### src/rtl/dma_ahb_master.sv
// AHB3-Lite burst master for the DMA: takes one arbiter grant and runs a single
// SINGLE/INCR4/8/16 burst for that stream, moving data between the bus and the stream FIFO.
module dma_ahb_master #(
  parameter int unsigned numb_ch = 8
) (
  input  logic                       i_clk,
  input  logic                       i_nreset,
  input  logic                       i_master_en,
  input  logic [$clog2(numb_ch)-1:0] i_stream_sel,
  input  logic [31:0]                i_addr  [numb_ch],
  input  logic [1:0]                 i_size  [numb_ch],
  input  logic [1:0]                 i_burst [numb_ch],
  input  logic                       i_write [numb_ch],
  input  logic [31:0]                i_fifo_rdata,
  output logic                       o_fifo_pop,
  output logic                       o_fifo_push,
  output logic [31:0]                o_fifo_wdata,
  output logic                       o_beat_done,
  output logic [$clog2(numb_ch)-1:0] o_active_stream,
  output logic                       o_error,
  output logic                       o_master_ready,
  output logic [31:0]                o_haddr,
  output logic [1:0]                 o_htrans,
  output logic                       o_hwrite,
  output logic [2:0]                 o_hsize,
  output logic [2:0]                 o_hburst,
  output logic [31:0]                o_hwdata,
  input  logic [31:0]                i_hrdata,
  input  logic                       i_hready,
  input  logic                       i_hresp
);

  localparam int unsigned SEL_W = $clog2(numb_ch);

  typedef enum logic [2:0] {
    S_IDLE,
    S_ADDR,
    S_BURST,
    S_LAST,
    S_ERR
  } state_t;

  typedef enum logic [1:0] {
    HT_IDLE   = 2'b00,
    HT_BUSY   = 2'b01,
    HT_NONSEQ = 2'b10,
    HT_SEQ    = 2'b11
  } htrans_t;

  state_t           state_q,  state_d;
  htrans_t          htrans_q, htrans_d;
  logic [31:0]      haddr_q,  haddr_d;
  logic             hwrite_q, hwrite_d;
  logic [2:0]       hsize_q,  hsize_d;
  logic [2:0]       hburst_q, hburst_d;
  logic [31:0]      hwdata_q, hwdata_d;
  logic [SEL_W-1:0] stream_q, stream_d;
  logic [3:0]       left_q,   left_d;

  logic        bus_err;
  logic        err_det;
  logic        in_aphase;
  logic        in_dphase;
  logic        aph_accept;
  logic        beat_ok;
  logic [31:0] step;

  function automatic logic [3:0] beats_minus_one(input logic [1:0] burst);
    case (burst)
      2'd0:    return 4'd0;
      2'd1:    return 4'd3;
      2'd2:    return 4'd7;
      default: return 4'd15;
    endcase
  endfunction

  function automatic logic [2:0] hburst_code(input logic [1:0] burst);
    case (burst)
      2'd0:    return 3'b000;
      2'd1:    return 3'b011;
      2'd2:    return 3'b101;
      default: return 3'b111;
    endcase
  endfunction

  // ADDR/BURST present an address phase; BURST/LAST own an outstanding data phase.
  assign in_aphase  = (state_q == S_ADDR) || (state_q == S_BURST);
  assign in_dphase  = (state_q == S_BURST) || (state_q == S_LAST);
  assign bus_err    = !i_hready && i_hresp;
  assign err_det    = bus_err && (in_aphase || in_dphase);
  assign aph_accept = in_aphase && i_hready;
  assign beat_ok    = in_dphase && i_hready && !i_hresp;
  assign step       = 32'd1 << hsize_q[1:0];

  assign o_fifo_pop      = aph_accept && hwrite_q;
  assign o_beat_done     = beat_ok;
  assign o_fifo_push     = beat_ok && !hwrite_q;
  assign o_fifo_wdata    = o_fifo_push ? i_hrdata : '0;
  assign o_error         = (state_q == S_ERR);
  assign o_master_ready  = (state_q == S_IDLE);
  assign o_htrans        = htrans_q;
  assign o_haddr         = haddr_q;
  assign o_hwrite        = hwrite_q;
  assign o_hsize         = hsize_q;
  assign o_hburst        = hburst_q;
  assign o_hwdata        = hwdata_q;
  assign o_active_stream = stream_q;

  always_comb begin
    state_d  = state_q;
    htrans_d = htrans_q;
    haddr_d  = haddr_q;
    hwrite_d = hwrite_q;
    hsize_d  = hsize_q;
    hburst_d = hburst_q;
    hwdata_d = hwdata_q;
    stream_d = stream_q;
    left_d   = left_q;

    case (state_q)
      S_IDLE: begin
        if (i_master_en) begin
          stream_d = i_stream_sel;
          haddr_d  = i_addr[i_stream_sel];
          hsize_d  = {1'b0, i_size[i_stream_sel]};
          hburst_d = hburst_code(i_burst[i_stream_sel]);
          hwrite_d = i_write[i_stream_sel];
          left_d   = beats_minus_one(i_burst[i_stream_sel]);
          htrans_d = HT_NONSEQ;
          state_d  = S_ADDR;
        end
      end

      S_ADDR, S_BURST: begin
        if (err_det) begin
          htrans_d = HT_IDLE;
          state_d  = S_ERR;
        end else if (i_hready) begin
          // Write data is captured at address acceptance so it is stable for the whole data phase.
          if (hwrite_q) begin
            hwdata_d = i_fifo_rdata;
          end
          if (left_q == 4'd0) begin
            htrans_d = HT_IDLE;
            state_d  = S_LAST;
          end else begin
            left_d   = left_q - 4'd1;
            haddr_d  = haddr_q + step;
            htrans_d = HT_SEQ;
            state_d  = S_BURST;
          end
        end
      end

      S_LAST: begin
        if (err_det) begin
          htrans_d = HT_IDLE;
          state_d  = S_ERR;
        end else if (i_hready) begin
          state_d = S_IDLE;
        end
      end

      S_ERR: begin
        htrans_d = HT_IDLE;
        state_d  = S_IDLE;
      end

      default: begin
        htrans_d = HT_IDLE;
        state_d  = S_IDLE;
      end
    endcase
  end

  always_ff @(posedge i_clk or negedge i_nreset) begin
    if (!i_nreset) begin
      state_q  <= S_IDLE;
      htrans_q <= HT_IDLE;
      haddr_q  <= '0;
      hwrite_q <= 1'b0;
      hsize_q  <= '0;
      hburst_q <= '0;
      hwdata_q <= '0;
      stream_q <= '0;
      left_q   <= '0;
    end else begin
      state_q  <= state_d;
      htrans_q <= htrans_d;
      haddr_q  <= haddr_d;
      hwrite_q <= hwrite_d;
      hsize_q  <= hsize_d;
      hburst_q <= hburst_d;
      hwdata_q <= hwdata_d;
      stream_q <= stream_d;
      left_q   <= left_d;
    end
  end

endmodule

### config.mk
export PLATFORM = sky130hd
export DESIGN_NAME = dma_ahb_master
export DESIGN_NICKNAME = d
export VERILOG_FILES = /design/src/rtl/dma_ahb_master.sv
export SDC_FILE = /design/constraint.sdc
export NUM_CORES = 1
export LEC_CHECK = 0
export BUFFER_PORTS_ARGS = -buffer_cell sky130_fd_sc_hd__buf_2
export CAP_MARGIN = 20
export CORE_AREA = 2 2 185 187
export DETAILED_ROUTE_END_ITERATION = 8
export DIE_AREA = 0 0 187 189
export PLACE_DENSITY = 0.48
export SYNTH_ARGS = -nofsm -noshare
export SYNTH_HDL_FRONTEND = slang
export SYNTH_SLANG_ARGS = --single-unit
### constraint.sdc
create_clock -name i_clk -period 2.14 [get_ports i_clk]
set_clock_uncertainty 0.15 [all_clocks]
set_input_delay 0.107 -clock i_clk [delete_from_list [all_inputs] [get_ports i_clk]]
set_output_delay 0.107 -clock i_clk [all_outputs]
set_load 0.01 [all_outputs]
==> results of run 1 <==
-- through the flow --
| stage | hold WS (ps) | setup slack [ps] |
|---|---|---|
| 6_report | 35.44 | -129.3 |
| 5_1_grt | 43.73 | -254.1 |
| 4_1_cts | 38.89 | -183.3 |
| 3_5_place_dp | -20.27 | -309.1 |
| 3_3_place_gp | -15.78 | -266.4 |
| 2_1_floorplan | -338.6 | -131.9 |
-- how the worst min path moves through the flow --
stage          slack, ps  depth (start not counted)                              to
4_1_cts               40                          3          state_q[0]$_DFFE_PN0P_
3_5_place_dp         -20                          1        o_hwdata[16]$_DFFE_PN0P_
3_3_place_gp         -20                          1        o_hwdata[20]$_DFFE_PN0P_
6_report              40                          3  o_active_stream[2]$_DFFE_PN0P_
2_1_floorplan       -340                          0           left_q[0]$_DFFE_PN0P_
5_1_grt               40                          3  o_active_stream[2]$_DFFE_PN0P_
-- flip-flops by register name, indices dropped and copies added (netlist names) --
| signal | flops |
|---|---|
| o_hsize | 2 |
| o_hburst | 3 |
| left_q | 4 |
| o_haddr | 32 |
| state_q | 3 |
| o_hwrite | 1 |
| o_hwdata | 32 |
| o_htrans | 2 |
| o_active_stream | 3 |
-- what timing repair did --
action | in CTS | in global routing
hold buffers | 37 | 0
gates resized for setup | 32 | 95
pin swaps | 19 | 48
setup buffers | 9 | 12
endpoints found under the setup margin | 45 | 62
gates cloned | 1 | 3
hold endpoints to repair | 72 | 0
-- where the power goes --
part	switching [mW]	internal, mW
clock network	0.732	1.17
registers	0.716	2.35
logic	3.86	3.76
-- cells by family after synthesis --
group,after synthesis,synth area share
AND/OR/NAND/NOR,188,0.1558
other,1,0.0005714
AO/OA/AOI/OAI,107,0.1115
flip-flops,82,0.3127
buffers and inverters,55,0.04061
multiplexers,136,0.3561
adder cells (fa/ha/maj),7,0.01449
XOR/XNOR,4,0.008200
-- cell type report --
type                    instances  area, sq um  share of cell area
multi-input cells             443         4633              0.3986
repair buffers                633         3990              0.3432
flip-flops and latches         82         2056              0.1768
well taps                     448        560.5             0.04822
clock buffers                   9        225.2             0.01937
clock inverters                 7        130.1             0.01119
inverters                       8        30.03            0.002583
-- layer usage --
metal  vias to the layer above  global-route usage  wire, um
li1                       3460                   -         -
met1                      3571              0.1959     12160
met2                       321              0.3130     16500
met3                        31             0.02799      1685
met4                         0             0.04457       531
met5                         -                   0         0
-- placed cells by master (no fill, tap or decap), drive strengths merged, types with 3 or more instances in the layout --
master / synthesis / routed
and3: 6 / 6
o211ai: 7 / 7
ha: 6 / 6
inv: 8 / 12
nor2b: 8 / 8
a31oi: 4 / 4
or4: 5 / 5
o21ai: 22 / 22
and2: 36 / 36
o311ai: 4 / 4
a211oi: 11 / 11
a2bb2oi: 3 / 3
mux2: 40 / 40
dlygate4sd3: 0 / 37
bufinv: 0 / 3
or3: 4 / 4
clkbuf: 17 / 11
nor3: 9 / 9
nor2: 28 / 28
nand4: 9 / 9
nand3: 18 / 18
a21oi: 26 / 26
mux4: 74 / 74
nor4: 4 / 4
mux2i: 22 / 22
buf: 30 / 594
a311oi: 4 / 4
nand2: 52 / 52
dfrtp: 82 / 82
-- worst reg2reg max path, delay by kind of cell, from the launching register on --
| kind | cells | cell delay [ps] |
|---|---|---|
| adder cells (fa/ha/maj) | 1 | 300 |
| AO/OA/AOI/OAI | 2 | 250 |
| AND/OR/NAND/NOR | 4 | 1010 |
| flip-flops | 1 | 450 |
==> results.txt, run 1 <==
The number of cells on the worst reg-to-reg path is 7. The accumulated negative setup slack is -1311 ps. The Yosys warning count is 0. The number of global-route vias before repair was 7708. In this run the critical register-to-register path is launched from o_hsize[1]$_DFFE_PN0P_. The initial standard-cell utilization of the core came out at 0.1972. The first TritonRoute pass finished after 4 iterations. The fraction of layout instances using a drive strength above 1 came out at 0.6904. The mean instance size in the synthesized netlist is 11.31 sq um. The area share of the largest cell type after synthesis came out at 0.3127. The area growth from synthesis to final layout is 77.14%. The die area came out at 35340 sq um. The count of input and output buffers is 479. The filler cell count came out at 3431. By instance count, the leading cell after synthesis is sky130_fd_sc_hd__dfrtp_1.

The end of the worst register-to-register path is o_haddr[27]$_DFFE_PN0P_. The path class of the tightest hold or removal check is in -> reg. The flow ran to the end, but the final reports show violations. Power spread over the standard cell area amounts to 1082 nW/um^2. The leakage power is 5.478 nW. The final count of negative-setup-slack endpoints is 17. The routed design could run at a clock period as short as 2269 ps.

The HPWL after detailed placement came out at 24.85 mm. The startpoint class of the critical path is a flop. After synthesis the netlist holds a flip-flop and latch count of 82. The count of nets after finishing is 1552. The remaining antenna violation count is 0. The largest total area in the synthesized netlist belongs to sky130_fd_sc_hd__dfrtp_1.

Detailed routing inserted a total of 7383 vias. Walking the worst path, the cells encountered are and2_4 > ha_4 > o21ai_2 > o21bai_4 > nand4_1 > or4_1 > and3_1. 0 antenna diodes ended up in the layout. The most critical setup path has its endpoint at o_haddr[27]$_DFFE_PN0P_.

TritonCTS built the clock tree. The sequential area share after synthesis is 0.3127. CTS built an H-tree with a depth of 3.

For the worst setup path, the data arrival time is 2370 ps. The clock sink count came out at 82. The row count came out at 67.

The kind of cell adding the most delay to the critical path is simple AND/OR/NAND/NOR gates. Counting both buffers and inverters, the worst setup path holds a total of 0. By count the netlist is led by 82 x sky130_fd_sc_hd__dfrtp_1, 74 x sky130_fd_sc_hd__mux4_2, 52 x sky130_fd_sc_hd__nand2_1.

The max-cap check violation count is 0. The classification of the worst setup path is reg -> reg. The total length of routed wires is 30.89 mm.

The cell count after synthesis came out at 580. The largest net degree at the start of global routing came out at 40. The post-route standard cell area excluding fillers is 11620 sq um. No sink is reached through more buffers than the 2 on the longest clock path.

The number of hold-slack violations in the final timing report came out at 0. The maximum cell stage delay along the critical path came out at 530 ps. The number of top-level pins came out at 481.

The final total power is 12.58 mW. In this run, placement finished with an instance count of 1558. The clock insertion delay at the later pin of the skew report came out at 350 ps. Yosys mapped the design onto 69 distinct sky130hd cell types. The fraction of registers with async set/reset is 1.000. The type of element capturing the critical path is a flop. The biggest fanout along the worst timing path came out at 5. The DRC marker count from the first detailed-route iteration came out at 223.

The number of remaining DRC errors came out at 0. The leftover overflow at the end of global routing is 0. The average routed wire per standard cell came out at 18.95 um.

The final worst-path cycle share came out at 1.060. The required arrival time at the worst endpoint came out at 2240 ps. The area of the core region came out at 33280 sq um. The number of enable-type register cells in the synthesized netlist came out at 0. Sorting the synthesized cells by area gives the leading types as sky130_fd_sc_hd__dfrtp_1 31%, sky130_fd_sc_hd__mux4_2 25%, sky130_fd_sc_hd__mux2_2 6.9%, sky130_fd_sc_hd__and2_1 3.4%, sky130_fd_sc_hd__mux2i_1 3.4%.

The placer congestion estimate came out at 0.8317. The worst setup margin is -129.3 ps. The final cell count without fillers is 1630. In this run, CTS created clock tree buffers numbering 9. The register clock-pin slew on the reported worst setup and hold paths came out at 80 ps.

The register-to-register path setup slack came out at -130 ps. The count of final max-slew check failures came out at 0. The initial antenna violation count came out at 2. The startpoint identified for the worst hold timing path is i_stream_sel[2]. Based on the critical path, the design can be clocked at up to 440.7 MHz. The post-detailed-placement cell area came out at 10180 sq um. The die outline height came out at 189 um. The clock root buffer is sky130_fd_sc_hd__clkbuf_16. The slowest stage of the critical path is the sky130_fd_sc_hd__or4_1 cell.

The post-route core utilization came out at 0.3493. Across every metal layer, demand over resource in global routing totals 0.1669. Headroom to the max-slew limit came out at 0.6405. The mean number of vias per cell is 4.529. For the pin with the worst max-slew slack, the measured transition is 539.2 ps. The x dimension of the die is 187 um. The most common flop cell mapped by yosys is sky130_fd_sc_hd__dfrtp_1.

Across the VDD grid, the largest voltage drop is 0.0005335 V. The first-pass GRT wire length is 45.09 mm. The final reports fail on setup timing.

The number of nets produced by synthesis came out at 955. The number of gates on the worst path with buffers counted is 7. Setup repair after global routing could not meet its margin everywhere. Summing every instance area after synthesis gives 6563 sq um. The launching instance or port of the critical path is o_hsize[1]$_DFFE_PN0P_.
(Power assumes the default switching activity.)
==> run 2: changes to the inputs <==
PLACE_DENSITY = unset   (was 0.48)
==> run 2 against run 1 <==
Against the previous run:
- the flow still finishes with violations (setup timing)
- cell area is essentially flat
- power grew 0.31%
- routed wire length grew 2.6%
- worst setup slack lost 140 ps
- critical endpoint is now o_haddr[12]$_DFFE_PN0P_
- largest cell class unchanged
- largest power group unchanged
==> results.txt, run 2 (synthesis gave the netlist of run 1 again) <==
Across all setup checks in the final design, the least slack found is -265.8 ps. The classification of the worst setup path is reg -> reg. Max-cap violations in this run came to 0.

The number of hold-slack violations in the final timing report came out at 0. Of the available clock period, the critical path in the final layout requires 1.124. The number of top-level pins came out at 481.

The post-route standard cell area excluding fillers came out at 11630 sq um. After the last flow step, the layout net total stands at 1564. In this run the remaining antenna-violating nets after routing total 0. The filler cell count came out at 3357. The reg-to-reg critical path startpoint is o_hsize[1]$_DFFE_PN0P_. The deepest level of the CTS H-tree came out at 3.

The die outline height came out at 189 um. TritonCTS built the clock tree. For this design the static power due to leakage is 5.506 nW. The largest net degree at the start of global routing came out at 47. The biggest fanout along the worst timing path is 6. The achievable frequency came out at 415.7 MHz. The top cell types in the final layout, fill and taps aside, are 467 x sky130_fd_sc_hd__buf_2, 108 x sky130_fd_sc_hd__buf_4, 79 x sky130_fd_sc_hd__dfrtp_1. Routability-driven placement finished with a final weighted congestion of 0.8534. The initial antenna violation count is 0.

Setup repair after global routing could not meet its margin everywhere. The post-detailed-placement cell area is 10220 sq um. The die area is 35340 sq um. Summed over all layers, the global routing overflow is 0. Clock-pin slew was measured on the worst setup and hold paths at 80 ps. The maximum clock path buffer count came out at 2. The worst register-to-register path has a depth of 10.

The die is 187 um wide. The number of remaining DRC errors is 0. The tightest min-delay check is of the in -> async type. The row count came out at 67.

The final cell count without fillers is 1642. The average routed wire per standard cell came out at 19.31 um. The data arrival time of the critical path came out at 2480 ps.

The checks that failed: setup timing. The number of buffers created by CTS is 9. The final count of negative-setup-slack endpoints came out at 26.

For this configuration, the core starts out at a cell density of 0.1972. The total vias in the final route came out at 7540. The number of global-route vias before repair came out at 7867.

The type of element capturing the critical path is a flop. In this run the worst setup path begins at o_hsize[1]$_DFFE_PN0P_. The total length of routed wires is 31.70 mm. In this run the clock root is driven by a sky130_fd_sc_hd__clkbuf_16. In the global route stage, overall resource usage came out at 0.1697.

The final antenna diode count is 0. The area of the core region came out at 33280 sq um. After detailed routing, the number of vias per cell comes to 4.592.

The clock insertion delay at the later pin of the skew report came out at 360 ps. The number of iterations in the first detailed-routing pass came out at 4. The clock sink count came out at 82.

The DRC marker count from the first detailed-route iteration is 374. The count of final max-slew check failures came out at 0. Data on the critical path is required at its endpoint by 2220 ps. The cell area power density is 1085 nW/um^2. The worst path in the final design needs a cycle of 2406 ps, including I/O delays and setup. The startpoint class of the critical path is a flop. The count of input and output buffers is 479. The flow ran to the end, but the final reports show violations.

In the final layout, the share of cells above drive strength 1 is 0.6910. The HPWL after detailed placement came out at 25.46 mm. IR analysis of the VDD net gives a maximum drop of 0.0005361 V. The first-pass GRT wire length came out at 45.90 mm. From synthesis to final layout, the design area changed by 77.24%.

In this run, placement finished with an instance count of 1566. The most common cell after layout, fill and taps aside is sky130_fd_sc_hd__buf_2.
-- run 2: cell count changes in the layout (fill, tap and decap cells not counted), sizes merged --
cell         change
bufinv           -3
dlygate4sd3      +1
clkbuf           -1
clkinv           +3
buf             +12
-- run 2: cell type report --
| type | instances | area [sq um] | area share |
|---|---|---|---|
| Timing Repair Buffer | 645 | 3985 | 0.3426 |
| Clock inverter | 7 | 81.33 | 0.006992 |
| Sequential cell | 82 | 2056 | 0.1767 |
| Clock buffer | 9 | 225.2 | 0.01936 |
| Tap cell | 448 | 560.5 | 0.04819 |
| Multi-Input combinational cell | 443 | 4693 | 0.4035 |
| Inverter | 8 | 30.03 | 0.002582 |
-- run 2: repair_timing --
item                                    CTS  global route
hold buffers                             38             0
buffers inserted                          9            13
endpoints found under the setup margin   33            50
cloned                                    0             3
gates resized for setup                  38            88
endpoints found under the hold margin   118             0
pin swaps                                10            50
-- run 2: power breakdown --
part | leakage [nW] | total, mW | switching (mW) | internal (mW)
combinational | 4.38 | 7.99 | 4.09 | 3.90
sequential | 0.975 | 3.03 | 0.684 | 2.35
clock | 0.150 | 1.60 | 0.764 | 0.834
total | 5.51 | 12.6 | 5.54 | 7.08
-- run 2: metal layers --
metal,up-vias,global-route usage,part of all wire
li1,3492,-,-
met1,3673,0.1963,0.39
met2,342,0.3253,0.54
met3,33,0.02539,0.056
met4,0,0.04274,0.019
met5,-,0,0
-- run 2: final timing paths --
kind	endpoint	slack (ps)
setup / recovery	o_haddr[12]$_DFFE_PN0P_	-270
hold reg to reg	o_hburst[1]$_DFFE_PN0P_	320
setup reg to reg	o_haddr[12]$_DFFE_PN0P_	-270
hold / removal	o_hsize[1]$_DFFE_PN0P_	120
min in group i_clk	o_active_stream[2]$_DFFE_PN0P_	150
max in group asynchronous	state_q[1]$_DFFE_PN0P_	1090
-- run 2: critical path, stage by stage (launching register included) --
cell,delay (ps)
sky130_fd_sc_hd__dfrtp_2,470
sky130_fd_sc_hd__nor2_4,170
sky130_fd_sc_hd__ha_4,170
sky130_fd_sc_hd__fa_2,240
sky130_fd_sc_hd__nand3_4,90
sky130_fd_sc_hd__a211oi_4,310
sky130_fd_sc_hd__buf_6,160
sky130_fd_sc_hd__buf_12,110
sky130_fd_sc_hd__and3_4,180
sky130_fd_sc_hd__xnor2_2,100
sky130_fd_sc_hd__o221ai_1,120
-- run 2: per-stage QoR --
step / setup WS, ps / total power [mW] / hold WS (ps) / util / TNS [ps]
detailed placement: -284.5 / 9.829 / -69.01 / 0.3072 / -4064
global route: -311.6 / 13.47 / 157.1 / 0.3495 / -5871
floorplan: -131.9 / 6.435 / -338.6 / - / -443.9
global placement: -201.0 / 9.688 / -70.75 / 0.3072 / -1797
CTS: -180.1 / 11.92 / 96.91 / 0.3344 / -1927
finish: -265.8 / 12.62 / 118.3 / 0.3495 / -3709
